--- src/rtl/fetch_sequencer.sv ---
`default_nettype none
// ============================================================================
//  Module   : fetch_sequencer
//  Purpose  : Fetch-stage PC controller with handshaked, stall-aware fetch
//             sequencing against variable-latency instruction memory.
//             FETCH_DELAY_SLOT_EN selects MIPS branch-delay-slot redirects.
//  Revision : 1.0  initial release
// ============================================================================
module fetch_sequencer #(
   parameter int                  PC_WIDTH = 32,
   parameter int                  PC_STEP  = 4,
   parameter logic [PC_WIDTH-1:0] RESET_PC = '0
) (
   input  logic                clk,
   input  logic                rst,
   input  logic                stall,
   input  logic                br_en,
   input  logic [PC_WIDTH-1:0] br_addr,
   input  logic                rom_ack,
   output logic [PC_WIDTH-1:0] pc,
   output logic                romCe,
   output logic                fetch_valid,
   output logic [PC_WIDTH-1:0] fetch_pc
);

   localparam logic [1:0]          C_BOOT = 2'd0;
   localparam logic [1:0]          C_REQ  = 2'd1;
   localparam logic [1:0]          C_HOLD = 2'd2;
   localparam logic [PC_WIDTH-1:0] C_STEP = PC_WIDTH'(PC_STEP);

   logic [1:0]          r_state;
   logic [1:0]          w_state_nxt;
   logic                w_accept;
   logic [PC_WIDTH-1:0] w_pc_nxt;
   logic [PC_WIDTH-1:0] w_fetch_pc_nxt;
   logic                w_fv_nxt;
   logic                w_ce_nxt;

   always_ff @(posedge clk or negedge rst) begin
      if (!rst) begin
         r_state <= C_BOOT;
      end else begin
         r_state <= w_state_nxt;
      end
   end

   // Every legal state leaves toward REQ unless the pipeline is stalled.
   always_comb begin
      w_state_nxt = r_state;
      case (r_state)
         C_BOOT,
         C_REQ,
         C_HOLD:  w_state_nxt = stall ? C_HOLD : C_REQ;
         default: w_state_nxt = C_BOOT;
      endcase
   end

`ifdef FETCH_DELAY_SLOT_EN
   logic                r_pend;
   logic [PC_WIDTH-1:0] r_tgt;

   // The delay slot is never squashed; a redirect only steers the next PC.
   assign w_accept = (r_state == C_REQ) && rom_ack && !stall;

   always_ff @(posedge clk or negedge rst) begin
      if (!rst) begin
         r_pend <= 1'b0;
         r_tgt  <= '0;
      end else begin
         if (br_en) begin
            r_tgt <= br_addr;
         end
         if (w_accept) begin
            r_pend <= 1'b0;
         end else if (br_en) begin
            r_pend <= 1'b1;
         end
      end
   end

   always_comb begin
      w_pc_nxt = pc;
      if (w_accept) begin
         if (br_en) begin
            w_pc_nxt = br_addr;
         end else if (r_pend) begin
            w_pc_nxt = r_tgt;
         end else begin
            w_pc_nxt = pc + C_STEP;
         end
      end
   end
`else
   // A redirect squashes whatever the memory returns in the same cycle.
   assign w_accept = (r_state == C_REQ) && rom_ack && !stall && !br_en;

   always_comb begin
      w_pc_nxt = pc;
      if (br_en) begin
         w_pc_nxt = br_addr;
      end else if (w_accept) begin
         w_pc_nxt = pc + C_STEP;
      end
   end
`endif

   always_comb begin
      w_fv_nxt       = w_accept;
      w_fetch_pc_nxt = w_accept ? pc : fetch_pc;
      w_ce_nxt       = (w_state_nxt == C_REQ);
   end

   always_ff @(posedge clk or negedge rst) begin
      if (!rst) begin
         pc          <= RESET_PC;
         romCe       <= 1'b0;
         fetch_valid <= 1'b0;
         fetch_pc    <= '0;
      end else begin
         pc          <= w_pc_nxt;
         romCe       <= w_ce_nxt;
         fetch_valid <= w_fv_nxt;
         fetch_pc    <= w_fetch_pc_nxt;
      end
   end

endmodule
`default_nettype wire

--- config.mk ---
export PLATFORM = sky130hd
export DESIGN_NAME = fetch_sequencer
export DESIGN_NICKNAME = d
export VERILOG_FILES = /design/src/rtl/fetch_sequencer.sv
export SDC_FILE = /design/constraint.sdc
export NUM_CORES = 1
export LEC_CHECK = 0
export ABC_AREA = 1
export ABC_CLOCK_PERIOD_IN_PS = 2300
export CAP_MARGIN = 10
export CORE_UTILIZATION = 49
export CTS_BUF_LIST = sky130_fd_sc_hd__clkbuf_4 sky130_fd_sc_hd__clkbuf_8
export DETAILED_ROUTE_END_ITERATION = 8
export GPL_ROUTABILITY_DRIVEN = 0
export HOLD_SLACK_MARGIN = 0.05
export PLACE_DENSITY = 0.8
export SKIP_LAST_GASP = 1
export SYNTH_ARGS = -nofsm -noshare
export SYNTH_HDL_FRONTEND = slang
export SYNTH_SLANG_ARGS = --single-unit
--- constraint.sdc ---
create_clock -name clk -period 2.3 [get_ports clk]
set_clock_uncertainty 0.2 [all_clocks]
set_input_delay 0.46 -clock clk [delete_from_list [all_inputs] [get_ports clk]]
set_output_delay 0.46 -clock clk [all_outputs]
set_load 0.005 [all_outputs]
==> results_dict.tcl <==
set metrics [dict create \
    synth_nets 513 \
    cts_tree "done" \
    crit_family "buffers and inverters" \
    die_area_um2 7660 \
    first_pass_iters 5 \
    dpl_worst_slack_ps 106 \
    grt_max_degree 64 \
    postRouteAntennaNets 0 \
    ys_top_cells_by_area "dfrtp_1, nand2_1, o21ai_0" \
    hold_viol 0 \
    end_kind "output pin" \
    layout_worst_path_cycle_share 0.903 \
    initial_core_util 0.516 \
    drive_gt1_frac 0.0855 \
    worst-path-buf-inv 1 \
    synth_top_area_frac 0.468 \
    numCtsBuffers 9 \
    crit_path_cell_trace "clkdlybuf4s50_1" \
    syn-cell-area_um2 3590 \
    vdd_ir_drop_max_v 0.000543 \
    synth_warnings 0 \
    drt_iter0_drc 342 \
    cap_violations 0 \
    antenna_found_initial 0 \
    fp.dieW_um 87.5 \
    powerDensity_nw_per_um2 711 \
    combPwrFrac 0.244 \
    routedWlPerCell_um 14.2 \
    ys_async_sr_fraction 1.00 \
    cp.required_ps 1640 \
    slew_violations 0 \
    grt_pass1_wl_mm 16.0 \
    fin_ws_ps 223 \
    htree_levels 3 \
    n_antenna_cell 0 \
    port_buffers 102 \
    p_leak_uw 0.00224 \
    crit_slowest_cell "clkdlybuf4s50_1" \
    slowest_delay_ps 570 \
    tightestPinTransition_ps 480 \
    syn-instance-count 475 \
    cts_resized 0 \
    nNetsFinal 618 \
    max_freq_ghz 0.481 \
    hold-worst-slack_ps 281 \
    synth_ff_type "dfrtp_1" \
    via_per_inst 5.28 \
    p_sw_uw 963 \
    clk_latency_ps 350 \
    ys_seq_area_frac 0.468 \
    io_pins 103 \
    area.growth.synth_to_final_pct 38.5 \
    yosys.area.top_type "dfrtp_1" \
    synth_cell_types 33 \
    period_needed_ps 2080 \
    avgSynthCellArea_um2 7.55 \
    start_kind "register" \
    root_buffer "clkbuf_8" \
    drc 0 \
    total_power_uw 3530 \
    grt_util_all_layers 0.270 \
    intPower_uw 2570 \
    p_seq_frac 0.437 \
    clock-sinks 67 \
    p_clk_frac 0.319 \
    status "finished clean" \
    synth_seq_cells 67 \
    grt-ovfl-total 0 \
    arrival_ps 1420 \
    core-area_um2 6940 \
    crit_fanout 8 \
    grt_pass1_vias 3499 \
    finalSetupViolCount 0 \
    vias 3599 \
    cts.path.max_buffers 2 \
    hold_buffers 1 \
    max-slew-margin-rel 0.680 \
    dp_hpwl_mm 7.13 \
    die_y_um 87.5 \
    rows 30 \
    wl_mm 9.69 \
    rsz0062_at_grt "no" \
    synth_edf_count 0 \
    swShare 0.273 \
    finalSetupTns_ps 0 \
    post_cts_buffers 0 \
    hp-class "register to register" \
    critPathKind "register to output pin" \
    clk_pin_slew_worst_paths_ps 70 \
]
routing by layer:
layer / track usage / vias to the layer above / part of all wire
li1: - / 1722 / -
met3: 0.0537 / 27 / 0.070
met2: 0.438 / 152 / 0.47
met4: 0.0999 / 0 / 0.020
met1: 0.359 / 1698 / 0.44
met5: 0 / - / 0
state kept, by name, summed over array words and instances, names as in the netlist:
register,cells
pc,32
r_state,2
fetch_pc,32
fetch_valid,1
cell families (layout without fill, tap and decap cells):
| family | count (synthesis) | after routing | synth area share |
|---|---|---|---|
| buf+inv | 73 | 183 | 0.0816 |
| flops | 67 | 67 | 0.468 |
| simple gates | 268 | 268 | 0.341 |
| fa+ha+maj | 1 | 1 | 0.00349 |
| compound gates | 61 | 61 | 0.0942 |
| xor+xnor | 5 | 5 | 0.0122 |
power by group through the flow:
stage | Combinational, uW | Clock (uW) | Sequential (uW)
floorplan | 290 | 0 | 1550
global placement | 846 | 0 | 1560
detailed placement | 865 | 0 | 1560
CTS | 872 | 1140 | 1540
global route | 963 | 1190 | 1570
finish | 863 | 1130 | 1540
worst reg2reg max path: cells and delay by family (launching register included):
kind | cells | cell delay (ps)
adder cells (fa/ha/maj) | 1 | 240
flip-flops | 1 | 450
AND/OR/NAND/NOR | 7 | 810
cell type report:
type,instances,area [um2]
fillers,553,1980
inverters,56,210
well taps,96,120
multi-input cells,335,1620
flip-flops and latches,67,1680
repair buffers,111,1110
clock buffers,12,159
clock inverters,4,72.6
path summary, 6_finish.rpt:
check,start,end,slack (ps),depth (start not counted)
max,pc[4],pc[4],220,1
min,r_state[1],r_state[0],280,1
max reg2reg,pc[2],pc[22],490,8
min reg2reg,r_state[1],r_state[0],280,1
max in group asynchronous,rst,pc[31],920,3
min in group asynchronous,rst,fetch_pc[19],400,2
cell usage after synthesis (2+ instances only):
library cell and instances:
dfrtp_1 67, o21bai_1 4, inv_1 51, nor3_1 2, buf_2 12, xor2_1 5
nor2_2 5, inv_2 4, clkbuf_1 4, a21oi_1 4, o211ai_1 5, nand3b_1 4
nand2_1 150, nand3_4 2, o21ai_1 2, nor2_4 7, nand2_2 2, nand3_1 38
nand4_1 8, nor2_1 43, nand3_2 3, o21ai_0 42
per-stage QoR:
step	std cells	util	instance area, um2
3_5_place_dp	664	0.680	4720
5_1_grt	681	0.715	4970
6_report	681	0.715	4970
4_1_cts	681	0.715	4970
2_1_floorplan	475	-	3590
3_3_place_gp	664	0.680	4720
placed cells by master, fill, tap and decap left out, drive strengths merged:
master	n
nor2	55
clkinvlp	1
nand4	8
dlygate4sd3	1
xor2	5
clkinv	2
nand3b	5
o21bai	4
clkbuf	12
bufinv	2
o211ai	5
o21ai	44
clkdlybuf4s50	101
inv	55
nand3	43
buf	9
ha	1
o221ai	1
a21boi	1
nor3	2
and2	1
dfrtp	67
nand2	152
a21oi	4
o21a	1
or2	2
a31oi	1
Note: power is estimated with default switching activity, not from simulation.
